--- src/rtl/mmio_axil_master_if.sv ---
// AXI-Lite bus bundle for the MMIO master; the master modport drives addresses, data and readies,
// and the slave modport is the peripheral side.
interface mmio_axil_master_if #(
  parameter int ADDR_W = 32,
  parameter int DATA_W = 32
);
  logic [ADDR_W-1:0]   awaddr;
  logic                awvalid;
  logic                awready;
  logic [DATA_W-1:0]   wdata;
  logic [DATA_W/8-1:0] wstrb;
  logic                wvalid;
  logic                wready;
  logic [1:0]          bresp;
  logic                bvalid;
  logic                bready;
  logic [ADDR_W-1:0]   araddr;
  logic                arvalid;
  logic                arready;
  logic [DATA_W-1:0]   rdata;
  logic [1:0]          rresp;
  logic                rvalid;
  logic                rready;

  modport master (
    output awaddr, awvalid, wdata, wstrb, wvalid, bready, araddr, arvalid, rready,
    input  awready, wready, bresp, bvalid, arready, rdata, rresp, rvalid
  );

  modport slave (
    input  awaddr, awvalid, wdata, wstrb, wvalid, bready, araddr, arvalid, rready,
    output awready, wready, bresp, bvalid, arready, rdata, rresp, rvalid
  );
endinterface

--- src/rtl/mmio_axil_master.sv ---
// Single-outstanding sequencer from the core's MMIO load/store port onto an AXI-Lite master,
// with a per-transaction bus-phase timeout and a one-cycle response pulse.
module mmio_axil_master #(
  parameter int ADDR_W         = 32,
  parameter int DATA_W         = 32,
  parameter int TIMEOUT_CYCLES = 255
) (
  input  logic                clk_i,
  input  logic                rst_n_i,
  input  logic                req_valid_i,
  input  logic                req_write_i,
  input  logic [ADDR_W-1:0]   req_addr_i,
  input  logic [DATA_W-1:0]   req_wdata_i,
  input  logic [DATA_W/8-1:0] req_wstrb_i,
  output logic                req_ready_o,
  output logic                rsp_valid_o,
  output logic [DATA_W-1:0]   rsp_rdata_o,
  output logic                rsp_err_o,
  mmio_axil_master_if.master  m_axi
);

  localparam int STRB_W = DATA_W / 8;
  localparam int CNT_W  = (TIMEOUT_CYCLES > 1) ? $clog2(TIMEOUT_CYCLES + 1) : 1;
  localparam logic [CNT_W-1:0] CNT_LAST = CNT_W'(TIMEOUT_CYCLES - 1);
  localparam bit   TO_EN = (TIMEOUT_CYCLES != 0);

  typedef enum logic [2:0] {IDLE, WR_AW_W, WR_B, RD_AR, RD_R, RESP} state_t;

  state_t              state_reg, state_next;
  logic [ADDR_W-1:0]   addr_reg, addr_next;
  logic [DATA_W-1:0]   wdata_reg, wdata_next;
  logic [STRB_W-1:0]   wstrb_reg, wstrb_next;
  logic                awvalid_reg, awvalid_next;
  logic                wvalid_reg, wvalid_next;
  logic                arvalid_reg, arvalid_next;
  logic                bready_reg, rready_reg;
  logic                req_ready_reg, rsp_valid_reg;
  logic [CNT_W-1:0]    cnt_reg, cnt_next;
  logic [DATA_W-1:0]   rsp_rdata_reg, rsp_rdata_next;
  logic                rsp_err_reg, rsp_err_next;
  logic                timeout_hit;
  logic                b_err, r_err;

  // SLVERR (2'b10) and DECERR (2'b11) are errors; OKAY and EXOKAY are not.
  assign b_err = (m_axi.bresp == 2'b10) || (m_axi.bresp == 2'b11);
  assign r_err = (m_axi.rresp == 2'b10) || (m_axi.rresp == 2'b11);
  assign timeout_hit = TO_EN && (cnt_reg == CNT_LAST);

  always_comb begin
    state_next     = state_reg;
    addr_next      = addr_reg;
    wdata_next     = wdata_reg;
    wstrb_next     = wstrb_reg;
    awvalid_next   = awvalid_reg;
    wvalid_next    = wvalid_reg;
    arvalid_next   = arvalid_reg;
    cnt_next       = cnt_reg;
    rsp_rdata_next = rsp_rdata_reg;
    rsp_err_next   = rsp_err_reg;

    case (state_reg)
      IDLE: begin
        if (req_valid_i) begin
          addr_next  = req_addr_i;
          wdata_next = req_wdata_i;
          wstrb_next = req_wstrb_i;
          cnt_next   = '0;
          if (req_write_i) begin
            awvalid_next = 1'b1;
            wvalid_next  = 1'b1;
            state_next   = WR_AW_W;
          end else begin
            arvalid_next = 1'b1;
            state_next   = RD_AR;
          end
        end
      end
      WR_AW_W: begin
        awvalid_next = awvalid_reg & ~m_axi.awready;
        wvalid_next  = wvalid_reg & ~m_axi.wready;
        if (!awvalid_next && !wvalid_next) state_next = WR_B;
      end
      RD_AR: begin
        if (m_axi.arready) begin
          arvalid_next = 1'b0;
          state_next   = RD_R;
        end
      end
      WR_B: begin
        if (m_axi.bvalid) begin
          state_next     = RESP;
          rsp_err_next   = b_err;
          rsp_rdata_next = '0;
        end
      end
      RD_R: begin
        if (m_axi.rvalid) begin
          state_next     = RESP;
          rsp_err_next   = r_err;
          rsp_rdata_next = r_err ? '0 : m_axi.rdata;
        end
      end
      RESP:    state_next = IDLE;
      default: state_next = IDLE;
    endcase

    // A B/R beat accepted in the limit cycle still completes normally; otherwise abort.
    if (state_reg inside {WR_AW_W, WR_B, RD_AR, RD_R}) begin
      cnt_next = cnt_reg + 1'b1;
      if (timeout_hit && state_next != RESP) begin
        state_next     = RESP;
        awvalid_next   = 1'b0;
        wvalid_next    = 1'b0;
        arvalid_next   = 1'b0;
        rsp_err_next   = 1'b1;
        rsp_rdata_next = '0;
      end
    end
  end

  always_ff @(posedge clk_i or negedge rst_n_i) begin
    if (!rst_n_i) begin
      state_reg     <= IDLE;
      addr_reg      <= '0;
      wdata_reg     <= '0;
      wstrb_reg     <= '0;
      awvalid_reg   <= 1'b0;
      wvalid_reg    <= 1'b0;
      arvalid_reg   <= 1'b0;
      bready_reg    <= 1'b0;
      rready_reg    <= 1'b0;
      req_ready_reg <= 1'b1;
      rsp_valid_reg <= 1'b0;
      cnt_reg       <= '0;
      rsp_rdata_reg <= '0;
      rsp_err_reg   <= 1'b0;
    end else begin
      state_reg     <= state_next;
      addr_reg      <= addr_next;
      wdata_reg     <= wdata_next;
      wstrb_reg     <= wstrb_next;
      awvalid_reg   <= awvalid_next;
      wvalid_reg    <= wvalid_next;
      arvalid_reg   <= arvalid_next;
      bready_reg    <= (state_next == WR_B);
      rready_reg    <= (state_next == RD_R);
      req_ready_reg <= (state_next == IDLE);
      rsp_valid_reg <= (state_next == RESP);
      cnt_reg       <= cnt_next;
      rsp_rdata_reg <= rsp_rdata_next;
      rsp_err_reg   <= rsp_err_next;
    end
  end

  assign req_ready_o   = req_ready_reg;
  assign rsp_valid_o   = rsp_valid_reg;
  assign rsp_rdata_o   = rsp_rdata_reg;
  assign rsp_err_o     = rsp_err_reg;
  assign m_axi.awaddr  = addr_reg;
  assign m_axi.awvalid = awvalid_reg;
  assign m_axi.wdata   = wdata_reg;
  assign m_axi.wstrb   = wstrb_reg;
  assign m_axi.wvalid  = wvalid_reg;
  assign m_axi.bready  = bready_reg;
  assign m_axi.araddr  = addr_reg;
  assign m_axi.arvalid = arvalid_reg;
  assign m_axi.rready  = rready_reg;

endmodule
--- src/flat_wrapper.sv ---
// flat-port wrapper written by rule: the top's interface ports become plain ports
module mmio_axil_master_flat 
#(
  parameter int ADDR_W         = 32,
  parameter int DATA_W         = 32,
  parameter int TIMEOUT_CYCLES = 255
)
  (clk_i, rst_n_i, req_valid_i, req_write_i, req_addr_i, req_wdata_i, req_wstrb_i, req_ready_o, rsp_valid_o, rsp_rdata_o, rsp_err_o, m_axi_awaddr, m_axi_awvalid, m_axi_wdata, m_axi_wstrb, m_axi_wvalid, m_axi_bready, m_axi_araddr, m_axi_arvalid, m_axi_rready, m_axi_awready, m_axi_wready, m_axi_bresp, m_axi_bvalid, m_axi_arready, m_axi_rdata, m_axi_rresp, m_axi_rvalid);
  mmio_axil_master_if #(.ADDR_W(ADDR_W), .DATA_W(DATA_W)) m_axi_i ();
  input  logic clk_i;
  input  logic rst_n_i;
  input  logic req_valid_i;
  input  logic req_write_i;
  input  logic [ADDR_W-1:0] req_addr_i;
  input  logic [DATA_W-1:0] req_wdata_i;
  input  logic [DATA_W/8-1:0] req_wstrb_i;
  output logic req_ready_o;
  output logic rsp_valid_o;
  output logic [DATA_W-1:0] rsp_rdata_o;
  output logic rsp_err_o;
  output wire logic [$bits(m_axi_i.awaddr)-1:0] m_axi_awaddr;
  output wire logic [$bits(m_axi_i.awvalid)-1:0] m_axi_awvalid;
  output wire logic [$bits(m_axi_i.wdata)-1:0] m_axi_wdata;
  output wire logic [$bits(m_axi_i.wstrb)-1:0] m_axi_wstrb;
  output wire logic [$bits(m_axi_i.wvalid)-1:0] m_axi_wvalid;
  output wire logic [$bits(m_axi_i.bready)-1:0] m_axi_bready;
  output wire logic [$bits(m_axi_i.araddr)-1:0] m_axi_araddr;
  output wire logic [$bits(m_axi_i.arvalid)-1:0] m_axi_arvalid;
  output wire logic [$bits(m_axi_i.rready)-1:0] m_axi_rready;
  input wire logic [$bits(m_axi_i.awready)-1:0] m_axi_awready;
  input wire logic [$bits(m_axi_i.wready)-1:0] m_axi_wready;
  input wire logic [$bits(m_axi_i.bresp)-1:0] m_axi_bresp;
  input wire logic [$bits(m_axi_i.bvalid)-1:0] m_axi_bvalid;
  input wire logic [$bits(m_axi_i.arready)-1:0] m_axi_arready;
  input wire logic [$bits(m_axi_i.rdata)-1:0] m_axi_rdata;
  input wire logic [$bits(m_axi_i.rresp)-1:0] m_axi_rresp;
  input wire logic [$bits(m_axi_i.rvalid)-1:0] m_axi_rvalid;
  assign m_axi_awaddr = m_axi_i.awaddr;
  assign m_axi_awvalid = m_axi_i.awvalid;
  assign m_axi_wdata = m_axi_i.wdata;
  assign m_axi_wstrb = m_axi_i.wstrb;
  assign m_axi_wvalid = m_axi_i.wvalid;
  assign m_axi_bready = m_axi_i.bready;
  assign m_axi_araddr = m_axi_i.araddr;
  assign m_axi_arvalid = m_axi_i.arvalid;
  assign m_axi_rready = m_axi_i.rready;
  assign m_axi_i.awready = m_axi_awready;
  assign m_axi_i.wready = m_axi_wready;
  assign m_axi_i.bresp = m_axi_bresp;
  assign m_axi_i.bvalid = m_axi_bvalid;
  assign m_axi_i.arready = m_axi_arready;
  assign m_axi_i.rdata = m_axi_rdata;
  assign m_axi_i.rresp = m_axi_rresp;
  assign m_axi_i.rvalid = m_axi_rvalid;
  mmio_axil_master #(.ADDR_W(ADDR_W), .DATA_W(DATA_W), .TIMEOUT_CYCLES(TIMEOUT_CYCLES)) u_core (.clk_i(clk_i), .rst_n_i(rst_n_i), .req_valid_i(req_valid_i), .req_write_i(req_write_i), .req_addr_i(req_addr_i), .req_wdata_i(req_wdata_i), .req_wstrb_i(req_wstrb_i), .req_ready_o(req_ready_o), .rsp_valid_o(rsp_valid_o), .rsp_rdata_o(rsp_rdata_o), .rsp_err_o(rsp_err_o), .m_axi(m_axi_i));
endmodule
--- config.mk ---
export PLATFORM = sky130hd
export DESIGN_NAME = mmio_axil_master_flat
export DESIGN_NICKNAME = d
export VERILOG_FILES = /design/src/rtl/mmio_axil_master_if.sv /design/src/rtl/mmio_axil_master.sv /design/src/flat_wrapper.sv
export SDC_FILE = /design/constraint.sdc
export NUM_CORES = 1
export LEC_CHECK = 0
export CORE_AREA = 2 2 129 100
export DETAILED_ROUTE_END_ITERATION = 16
export DIE_AREA = 0 0 131 102
export PLACE_DENSITY = 0.84
export SYNTH_ARGS = -nofsm -noshare
export SYNTH_HDL_FRONTEND = slang
export SYNTH_SLANG_ARGS = --single-unit
--- constraint.sdc ---
create_clock -name clk_i -period 5.25 [get_ports clk_i]
set_clock_uncertainty 0.1 [all_clocks]
set_input_delay 1.3125 -clock clk_i [delete_from_list [all_inputs] [get_ports clk_i]]
set_output_delay 1.3125 -clock clk_i [all_outputs]
set_load 0.005 [all_outputs]
Word level (Yosys, flattened, before mapping)
Index checks and enable logic that the tools add are counted.
{"block": "totals", "ff_bits": 119, "latchBits": 0, "ramBits": 0, "romBits": 0, "inputBits": 113, "output_inout_bits": 140, "wordCells": 84, "n_memories": 0}
{"block": "op_classes", "n_addsub": 1, "mul": 0, "n_div": 0, "magnitude_cmp": 0, "eq_ne": 13, "shifts": 0, "muxes": 39, "bitwise": 4, "reduce_logical": 13}
{"cell": "32-bit two-way mux", "count": 5}
{"cell": "32-bit case mux with 2 select lines", "count": 1}
{"cell": "8-bit two-way mux", "count": 3}
{"cell": "3-bit two-way mux", "count": 7}
{"cell": "1-bit two-way mux", "count": 17}
{"cell": "3-bit case mux with 5 select lines", "count": 1}
{"cell": "3-bit by 2-bit equality test with 1-bit output, second input constant", "count": 3}
{"cell": "3-bit equality test, second input constant", "count": 3}
{"cell": "8-bit by 1-bit adder with 8-bit output, second input constant", "count": 1}
{"cell": "2-bit equality test, second input constant", "count": 4}
{"cell": "8-bit equality test, second input constant", "count": 1}
{"cell": "1-bit case mux with 2 select lines", "count": 4}
{"cell": "3-bit logical NOT", "count": 2}
{"cell": "2-bit AND reduction", "count": 2}
{"cell": "2-bit nonzero test", "count": 2}
{"cell": "4-bit nonzero test", "count": 1}
{"cell": "3-bit by 1-bit equality test with 1-bit output, second input constant", "count": 1}
{"cell": "3-bit inequality test, second input constant", "count": 1}
{"cell": "1-bit AND", "count": 2}
{"cell": "1-bit logical AND", "count": 2}
{"cell": "1-bit logical NOT", "count": 2}
{"cell": "1-bit logical OR", "count": 2}
{"cell": "2-bit two-way mux", "count": 1}
{"cell": "1-bit inverter", "count": 2}

Logic depth before layout (Yosys ltp)
Gate-level depths: netlist (run 1).
{"block": "logic_depth", "word_depth": 11, "ltp_mapped": 9, "mapped_depth_nobuf": 6}

Worst setup path before layout (run 1)
Ideal clock, no wire load.
{"block": "synth_path", "path_type": "input port to flip-flop", "startpoint": "input m_axi_bvalid", "endpoint": "register u_core.rsp_rdata_reg[11], in the netlist u_core.rsp_rdata_o[11]", "setup_ns": 0.121, "arrival_ns": 2.178, "required_ns": 5.029, "setup_slack_ns": 2.851, "cell_stages": 6, "path_buffers": 2, "cell_sequence": "nand3b_1 > a21o_1 > buf_2 > buf_1 > a22oi_1 > nor2_2"}
{"block": "synth_between", "elab_chain_cells": 6, "word_cells_on_any_way": 8, "classes_between": "eq/ne (1); mux (6); reduce/logical (1)"}
{"element": "from (decl)", "line": "flat_wrapper.sv:33", "source": "input wire logic [$bits(m_axi_i.bvalid)-1:0] m_axi_bvalid;"}
{"element": "3-bit two-way mux", "line": "mmio_axil_master.sv:90", "source": "if (m_axi.bvalid) begin"}
{"element": "3-bit case mux with 5 select lines", "line": "mmio_axil_master.sv:61", "source": "case (state_reg)"}
{"element": "3-bit inequality test", "line": "mmio_axil_master.sv:110", "source": "if (timeout_hit && state_next != RESP) begin"}
{"element": "1-bit logical AND", "line": "mmio_axil_master.sv:110"}
{"element": "32-bit two-way mux", "line": "mmio_axil_master.sv:110"}
{"element": "32-bit two-way mux (*)", "line": "mmio_axil_master.sv:108", "source": "if (state_reg inside {WR_AW_W, WR_B, RD_AR, RD_R}) begin"}
{"element": "net u_core.rsp_rdata_next[11]", "line": "mmio_axil_master.sv:39", "source": "logic [DATA_W-1:0] rsp_rdata_reg, rsp_rdata_next;"}
{"element": "to (signal assigned)", "line": "mmio_axil_master.sv:150", "source": "rsp_rdata_reg <= rsp_rdata_next;"}
{"element": "to (decl)", "line": "mmio_axil_master.sv:39"}
Mark *: on every way through the listed nets, which the timed path passes. The rest lies on a longest branch.
A chain may end at the register's enable or synchronous reset.

Worst setup path after layout (run 1)
{"block": "layout_path", "startpoint": "input req_valid_i", "endpoint": "register u_core.cnt_reg[3]"}
{"block": "layout_between", "elab_chain_cells": 2}
{"element": "from (decl)", "line": "flat_wrapper.sv:12", "source": "input logic req_valid_i;"}
{"element": "2-bit nonzero test (no source line)"}
{"element": "2-bit AND reduction (no source line)"}
{"element": "to (signal assigned)", "line": "mmio_axil_master.sv:149", "source": "cnt_reg <= cnt_next;"}
{"element": "to (decl)", "line": "mmio_axil_master.sv:38", "source": "logic [CNT_W-1:0] cnt_reg, cnt_next;"}
No other way between the ends.

==> results.sh, run 1 <==
export IMPL_nNetsFinal=863
export IMPL_synthCells=537
export IMPL_slew_headroom_pct=22.72
export IMPL_design_portCount=253
export IMPL_end_kind="register"
export IMPL_core_region_area_um2=12040
export IMPL_fin_util_pct=67.32
export IMPL_synth_fp_nets=652
export IMPL_diodes=0
export IMPL_rows=35
export IMPL_tns_ns=0
export IMPL_holdWs_ns=0.3696
export IMPL_drt_drc_violations_left=0
export IMPL_post_cts_buffers=0
export IMPL_syn2layout_area_growth_pct=56.22
export IMPL_drt_iter0_markers=243
export IMPL_grt_util_met2_pct=35.95
export IMPL_critPathKind="in2reg"
export IMPL_cts_root_buf="clkbuf_16"
export IMPL_crit_chain="clkdlybuf4s50_1 > nand3_2 > o211ai_1 > o21ai_0"
export IMPL_first_global_vias=4677
export IMPL_clkTransAtPathRegs_ns=0.05
export IMPL_syn_avg_cell_area_um2=9.665
export IMPL_cts_buffers=17
export IMPL_worst_setup_path_start_kind="input port"
export IMPL_grtUsageMet1_pct=27.71
export IMPL_pre_cts_slack_ns=1.671
export IMPL_worstPathRequired_ns=5.40
export IMPL_yosysSeqAreaShare_pct=57.40
export IMPL_cp_slowest_cell="nand3_2"
export IMPL_vias=4541
export IMPL_cts_tree="built"
export IMPL_grtUsageMet3_pct=6.440
export IMPL_final_area_um2=8108
export IMPL_dp_hpwl_um=10310
export IMPL_placed_area_um2=7525
export IMPL_initial_core_util_pct=43.10
export IMPL_dieArea_um2=13360
export IMPL_grt_pass1_wl_um=23100
export IMPL_p_leak_nw=3.760
export IMPL_nFillCells=890
export IMPL_max_stage_delay_ns=0.72
export IMPL_portBuffers=250
export IMPL_synth_edf_count=0
export IMPL_final_cell_count_no_fill=927
export IMPL_worst_pin_slew_ns=1.158
export IMPL_yosysWarnings=0
export IMPL_yosysTopAreaCellShare_pct=56.89
export IMPL_die_h_um=102
export IMPL_grt_busiest_layer="met2"
export IMPL_grtUsageTotal_pct=22.11
export IMPL_place_congestion=0.8225
export IMPL_synth_async_reset_ratio_pct=100.0
export IMPL_overflow=0
export IMPL_clk_path_buf_depth=2
export IMPL_synth_cell_type_count=44
export IMPL_ys_flop_type="dfrtp_1"
export IMPL_dp_cells=895
export IMPL_yosysMostFrequentCell="nand2_1"
export IMPL_clk_latency_ns=0.40
export IMPL_finalHoldViolations=0
export IMPL_wl_um=14290
export IMPL_synth_common_cells="213 x nand2_1, 118 x dfrtp_1, 34 x a22oi_1, 32 x buf_4, 30 x nor2_2"
export IMPL_post_layout_total_power_mw=4.734
export IMPL_rsz0062_at_grt="no"
export IMPL_min_period_over_period_pct=60.21
export IMPL_syn_cell_area_um2=5190
export IMPL_dieWidth_um=131
export IMPL_fmax_mhz=316.4
export IMPL_grt_max_degree=45
export IMPL_drv_cap=0
export IMPL_ant_nets=0
export IMPL_cts_repair_resized=0
export IMPL_grt_antenna_before_repair=0
export IMPL_status="finished, final reports clean"
export IMPL_ys_top_cells_by_area="dfrtp_1 57%, nand2_1 15%, a22oi_1 4.9%"
export IMPL_power_density_nw_per_um2=583.9
export IMPL_cts_hold_fix_buffers=0
export IMPL_post_route_min_period_ns=3.161
export IMPL_drv_slew=0
export IMPL_fin_ws_ns=2.089
export IMPL_setup_viol=0
export IMPL_synth_largest_area_cell="dfrtp_1"
export IMPL_cts_sinks=119
export IMPL_cts_max_level=4
export IMPL_first_pass_iters=4
export IMPL_peakVddDrop_uv=310.2
export IMPL_vias_per_cell=4.899
export IMPL_worstPathMaxFanout=42
export IMPL_cp_arrival_ns=3.31
export IMPL_worst_hold_path_type="reg2reg"
export IMPL_ff2ff_setup_slack_ns=2.60
export IMPL_wire_per_inst_um=15.42
export IMPL_synth_seq_cells=119
export IMPL_final_layout_size_suffix_gt1_share_pct=9.987
worst max-delay path, delay by kind of cell:
| kind | cells | cell delay (ns) |
|---|---|---|
| buffers and inverters | 1 | 0.52 |
| AO/OA/AOI/OAI | 2 | 0.75 |
| AND/OR/NAND/NOR | 1 | 0.72 |
worst paths after layout:
| kind | startpoint | to | cells past startpoint |
|---|---|---|---|
| min in group asynchronous | rst_n_i | u_core.rsp_rdata_o[14]$_DFF_PN0_ | 1 |
| hold / removal | u_core.m_axi.wdata[20]$_DFFE_PN0P_ | u_core.m_axi.wdata[20]$_DFFE_PN0P_ | 2 |
| setup / recovery | req_valid_i | u_core.cnt_reg[3]$_DFFE_PN0P_ | 4 |
| hold reg to reg | u_core.m_axi.wdata[20]$_DFFE_PN0P_ | u_core.m_axi.wdata[20]$_DFFE_PN0P_ | 2 |
| max in group asynchronous | rst_n_i | u_core.m_axi.wstrb[3]$_DFFE_PN0P_ | 2 |
| setup reg to reg | u_core.state_reg[1]$_DFF_PN0_ | u_core.cnt_reg[3]$_DFFE_PN0P_ | 4 |
where the power goes:
group	switching [mW]	internal [mW]
Sequential	0.293	1.33
Clock	0.414	0.719
Combinational	0.813	1.17
metal layers:
layer / up-vias / share of wire [%]
li1: 2141 / -
met1: 2205 / 40
met2: 169 / 51
met3: 26 / 6.9
met4: 0 / 2.2
met5: - / 0
placed cells by master (no fill, tap or decap), types with 2 or more instances in the layout:
master / Yosys / routed
a22oi_1: 34 / 34
and4b_1: 2 / 2
buf_4: 32 / 6
bufinv_16: 0 / 2
clkbuf_16: 0 / 17
clkbuf_8: 0 / 2
clkdlybuf4s50_1: 0 / 249
clkinv_2: 0 / 6
clkinv_4: 0 / 2
clkinvlp_4: 0 / 3
dfrtp_1: 118 / 118
ha_1: 2 / 2
inv_1: 5 / 5
mux2i_1: 4 / 4
nand2_1: 213 / 213
nand2b_1: 3 / 3
nand3_1: 4 / 3
nand3b_1: 2 / 2
nand4_1: 8 / 8
nor2_1: 7 / 7
nor2_2: 30 / 30
nor2b_1: 6 / 6
nor3_1: 4 / 4
nor3b_1: 4 / 4
o211ai_1: 2 / 2
o21ai_0: 4 / 4
o22ai_1: 2 / 2
cells by family (layout without fill, tap and decap cells):
| family | after synthesis | after routing | share of synthesized area, % |
|---|---|---|---|
| AOI/OAI and AO/OA | 51 | 51 | 7.449 |
| muxes | 4 | 4 | 0.7715 |
| adders and majority gates | 2 | 2 | 0.4821 |
| buffers and inverters | 69 | 293 | 8.775 |
| xor gates and xnor gates | 1 | 1 | 0.1688 |
| and+or+nand+nor | 291 | 291 | 24.95 |
| DFF | 119 | 119 | 57.40 |
final cells by class:
class,count,area [um^2],share of cell area (%)
Sequential cell,119,2979,36.74
Timing Repair Buffer,256,2557,31.54
Multi-Input combinational cell,349,1762,21.73
Clock buffer,19,452.9,5.586
Tap cell,166,207.7,2.562
Clock inverter,13,130.1,1.605
Inverter,5,18.77,0.2315
No activity file was read; power rests on OpenSTA's default activity.
==> run 2: changes to the inputs <==
Settings changed: CORE_AREA 2 2 129 100 to 2 2 140 108, DIE_AREA 0 0 131 102 to 0 0 142 110, PLACE_DENSITY 0.84 to 0.76.
Clock period 5.25 ns to 2.9 ns, I/O delays scaled along.
==> results.sh, run 2 (synthesized netlist as in run 1, its figures left out) <==
export IMPL_worst_pin_slew_ns=0.6514
export IMPL_drv_cap=0
export IMPL_cts_hold_fix_buffers=0
export IMPL_p_switching_mw=2.733
export IMPL_final_area_um2=8214
export IMPL_crit_chain="o21a_4 > or4b_1 > nor2b_4 > buf_12 > nor2_2"
export IMPL_grt_max_degree=71
export IMPL_worstPathMaxFanout=32
export IMPL_die_h_um=110
export IMPL_grt_pass1_wl_um=23520
export IMPL_fmax_mhz=421.3
export IMPL_drt_iter0_markers=320
export IMPL_critPathKind="reg2reg"
export IMPL_cell_internal_pwr_mw=6.004
export IMPL_portBuffers=250
export IMPL_first_pass_iters=5
export IMPL_overflow=0
export IMPL_placed_area_um2=7595
export IMPL_layout_area_seq_um2=2979
export IMPL_clk_latency_ns=0.41
export IMPL_core_region_area_um2=14220
export IMPL_post_cts_buffers=0
export IMPL_cts_sinks=119
export IMPL_max_stage_delay_ns=0.68
export IMPL_worstReg2RegStart="u_core.state_reg[1]$_DFF_PN0_"
export IMPL_first_global_vias=4617
export IMPL_final_layout_size_suffix_gt1_share_pct=9.961
export IMPL_rsz0062_at_grt="no"
export IMPL_cts_repair_resized=0
export IMPL_finalHoldViolations=0
export IMPL_post_route_min_period_ns=2.374
export IMPL_place_congestion=0.8625
export IMPL_cts_buffers=17
export IMPL_layout_common_cells="249 x clkdlybuf4s50_1, 213 x nand2_1, 118 x dfrtp_1, 34 x a22oi_1, 30 x nor2_2"
export IMPL_end_kind="register"
export IMPL_status="finished, final reports clean"
export IMPL_p_leak_nw=3.806
export IMPL_tns_ns=0
export IMPL_drv_slew=0
export IMPL_switching_share_pct=31.28
export IMPL_nFillCells=1205
export IMPL_ant_nets=0
export IMPL_cts_tree="built"
export IMPL_initial_core_util_pct=36.51
export IMPL_worst_hold_path_type="in2async"
export IMPL_path_buf_inv=1
export IMPL_rows=38
export IMPL_critPathTopFamily="simple AND/OR/NAND/NOR gates"
export IMPL_layout_commonest_cell="clkdlybuf4s50_1"
export IMPL_min_period_over_period_pct=81.85
export IMPL_p_seq_share_pct=33.7
export IMPL_syn2layout_area_growth_pct=58.27
export IMPL_worstPathRequired_ns=3.09
export IMPL_vias=4516
export IMPL_dp_hpwl_um=10650
export IMPL_p_clk_share_pct=24.8
export IMPL_clk_path_buf_depth=2
export IMPL_crit_start="u_core.state_reg[1]$_DFF_PN0_"
export IMPL_dieWidth_um=142
export IMPL_wl_um=14870
export IMPL_grtUsageTotal_pct=19.56
export IMPL_cp_arrival_ns=2.56
export IMPL_slew_headroom_pct=56.24
export IMPL_design_portCount=253
export IMPL_vias_per_cell=4.789
export IMPL_wire_per_inst_um=15.77
export IMPL_cp_slowest_cell="or4b_1"
export IMPL_cts_root_buf="clkbuf_16"
export IMPL_worst_setup_path_start_kind="register"
export IMPL_drt_drc_violations_left=0
export IMPL_peakVddDrop_uv=543.7
export IMPL_setup_viol=0
export IMPL_dieArea_um2=15620
export IMPL_power_density_nw_per_um2=1064
export IMPL_cts_max_level=4
export IMPL_nNetsFinal=865
export IMPL_diodes=0
export IMPL_multi_input_area_um2=1762
export IMPL_clkTransAtPathRegs_ns=0.05
export IMPL_p_comb_share_pct=41.5
export IMPL_grt_antenna_before_repair=1
-- run 2: worst paths after layout --
check | endpoint | slack (ns) | cells after the start
min in group clk_i | u_core.m_axi.wdata[28]$_DFFE_PN0P_ | 0.37 | 2
max reg2reg | u_core.rsp_rdata_o[8]$_DFF_PN0_ | 0.53 | 5
max in group asynchronous | u_core.rsp_rdata_o[27]$_DFF_PN0_ | 1.77 | 2
min reg2reg | u_core.m_axi.wdata[28]$_DFFE_PN0P_ | 0.37 | 2
max | u_core.rsp_rdata_o[8]$_DFF_PN0_ | 0.53 | 5
min | u_core.rsp_rdata_o[13]$_DFF_PN0_ | 0.23 | 1
-- run 2: layout make-up --
cell class,instances,area share [%]
Inverter,5,0.2285
Sequential cell,119,36.27
Clock buffer,24,6.108
Clock inverter,8,1.432
Tap cell,180,2.742
Timing Repair Buffer,258,31.77
Multi-Input combinational cell,349,21.45
-- run 2: metal layers --
metal  up-vias  GRT usage (%)  wire (um)
met2       160          32.23       7487
li1       2140              -          -
met4         2          8.071        270
met1      2192          23.28       5930
met3        22          7.430       1171
met5         -              0         13
-- run 2: metrics by stage --
| step | setup WS, ns | utilization (%) | hold WS (ns) | std cells | power, mW |
|---|---|---|---|---|---|
| after floorplan | 0.8930 | - | 0.3294 | 537 | 4.495 |
| after global placement | 0.3468 | 53.42 | 0.3595 | 911 | 6.473 |
| after detailed placement | 0.2690 | 53.42 | 0.3609 | 911 | 6.610 |
| after CTS | 0.5355 | 57.78 | 0.2352 | 943 | 8.854 |
| after global routing | 0.3229 | 57.78 | 0.2641 | 943 | 9.318 |
| final | 0.5263 | 57.78 | 0.2268 | 943 | 8.737 |
-- run 2: power groups by stage --
stage	registers (mW)	clock network (mW)	logic (mW)
after detailed placement	2.95	0	3.66
after floorplan	2.90	0	1.60
after CTS	2.94	2.23	3.68
final	2.94	2.17	3.63
after global placement	2.90	0	3.57
after global routing	3.04	2.29	3.98
==> run 3: changes to the inputs <==
Clock period 2.9 ns to 2.1 ns, I/O delays scaled along.
==> results.sh, run 3 (synthesized netlist as in run 1, its figures left out) <==
export IMPL_path_buf_inv=1
export IMPL_max_stage_delay_ns=0.51
export IMPL_slew_headroom_pct=57.75
export IMPL_critPathKind="reg2out"
export IMPL_power_density_nw_per_um2=1466
export IMPL_cell_internal_pwr_mw=8.389
export IMPL_initial_core_util_pct=36.51
export IMPL_grtUsageTotal_pct=19.39
export IMPL_post_layout_total_power_mw=12.28
export IMPL_place_congestion=0.8448
export IMPL_clk_path_buf_depth=2
export IMPL_p_seq_share_pct=32.5
export IMPL_critPathTopFamily="flip-flops"
export IMPL_design_portCount=253
export IMPL_crit_chain="clkdlybuf4s50_1"
export IMPL_post_route_min_period_ns=2.028
export IMPL_diodes=0
export IMPL_rows=38
export IMPL_dieWidth_um=142
export IMPL_dieArea_um2=15620
export IMPL_clkTransAtPathRegs_ns=0.06
export IMPL_drv_slew=0
export IMPL_switching_share_pct=31.67
export IMPL_p_comb_share_pct=43.5
export IMPL_grt_max_degree=120
export IMPL_cts_tree="built"
export IMPL_crit_cells=1
export IMPL_rr_worst_depth=7
export IMPL_vias_per_cell=4.756
export IMPL_portBuffers=250
export IMPL_worst_hold_path_type="in2async"
export IMPL_drt_drc_violations_left=0
export IMPL_rsz0062_at_grt="no"
export IMPL_layout_common_cells="249 x clkdlybuf4s50_1, 213 x nand2_1, 118 x dfrtp_1, 34 x a22oi_1, 30 x nor2_2"
export IMPL_peakVddDrop_uv=762.5
export IMPL_worst_setup_path_start_kind="register"
export IMPL_grt_antenna_before_repair=0
export IMPL_drv_cap=0
export IMPL_cp_arrival_ns=1.40
export IMPL_cts_hold_fix_buffers=0
export IMPL_setup_viol=0
export IMPL_cts_root_buf="clkbuf_16"
export IMPL_end_kind="output pin"
export IMPL_status="finished, final reports clean"
export IMPL_cts_max_level=4
export IMPL_die_h_um=110
export IMPL_placed_area_um2=7740
export IMPL_first_global_vias=4650
export IMPL_cts_sinks=119
export IMPL_nNetsFinal=884
export IMPL_core_region_area_um2=14220
export IMPL_final_area_um2=8374
export IMPL_worstPathMaxFanout=1
export IMPL_p_switching_mw=3.888
export IMPL_nFillCells=1180
export IMPL_overflow=0
export IMPL_worst_pin_slew_ns=0.6337
export IMPL_syn2layout_area_growth_pct=61.35
export IMPL_clk_latency_ns=0.40
export IMPL_worstReg2RegStart="u_core.cnt_reg[0]$_DFFE_PN0P_"
export IMPL_min_period_over_period_pct=96.55
export IMPL_cts_buffers=17
export IMPL_vias=4575
export IMPL_p_leak_nw=3.899
export IMPL_ant_nets=0
export IMPL_wire_per_inst_um=15.64
export IMPL_crit_start="u_core.req_ready_o$_DFF_PN1_"
export IMPL_first_pass_iters=5
export IMPL_drt_iter0_markers=230
export IMPL_fmax_mhz=493.2
export IMPL_cp_slowest_cell="dfstp_2"
export IMPL_grt_pass1_wl_um=23440
export IMPL_final_layout_size_suffix_gt1_share_pct=12.40
export IMPL_wl_um=15050
export IMPL_layout_commonest_cell="clkdlybuf4s50_1"
export IMPL_finalHoldViolations=0
export IMPL_p_clk_share_pct=24.0
export IMPL_worstPathRequired_ns=1.47
export IMPL_dp_hpwl_um=10840
## run 3: cell count changes in the layout (fill, tap and decap cells not counted), sizes merged
cell / change
clkinv: +3
buf: +19
clkbuf: -4
clkinvlp: +1
## run 3: repair_timing
action / in CTS / in global routing
setup buffers: 0 / 3
gates resized for setup: 0 / 1
endpoints found under the setup margin: 0 / 13
## run 3: path summary, 6_finish.rpt
kind                                                 endpoint  slack [ns]
min                          u_core.rsp_rdata_o[17]$_DFF_PN0_        0.11
max in group asynchronous  u_core.m_axi.wdata[20]$_DFFE_PN0P_        1.32
max                                               req_ready_o        0.07
min in group clk_i         u_core.m_axi.wdata[28]$_DFFE_PN0P_        0.37
max reg2reg                     u_core.cnt_reg[0]$_DFFE_PN0P_        0.08
min reg2reg                u_core.m_axi.wdata[28]$_DFFE_PN0P_        0.37
## run 3: area by class of cell
cell class / instances / area [um^2] / area share, %
clock inverters: 12 / 151.4 / 1.808
flip-flops and latches: 119 / 2979 / 35.57
repair buffers: 277 / 2778 / 33.17
multi-input cells: 349 / 1765 / 21.08
inverters: 5 / 18.77 / 0.2241
clock buffers: 20 / 456.7 / 5.453
well taps: 180 / 225.2 / 2.689
## run 3: per-layer routing
metal  vias to the layer above  track usage, %  part of all wire, %
met5                         -               0                    0
met2                       144           33.09                   50
met3                        12           7.387                  7.4
met1                      2242           22.53                   41
met4                         0           7.000                  1.2
li1                       2177               -                    -
## run 3: power by group through the flow
stage,clock [mW],sequential [mW],combinational (mW)
after floorplan,0,4.00,2.20
after global placement,0,3.93,5.21
after detailed placement,0,3.99,5.37
after CTS,2.99,4.00,5.39
after global routing,3.13,4.11,5.84
final,2.94,3.99,5.35
## run 3: through the flow
stage	utilization (%)	cells	worst slack [ns]	hold WS (ns)	TNS [ns]
final	58.91	962	0.07248	0.1060	0
after global routing	58.91	962	0.03042	0.1596	0
after CTS	58.72	959	0.03873	0.1395	0
after detailed placement	54.44	927	-0.2600	0.3615	-2.981
after global placement	54.44	927	-0.1895	0.3572	-1.590
after floorplan	-	537	0.09303	0.1294	0
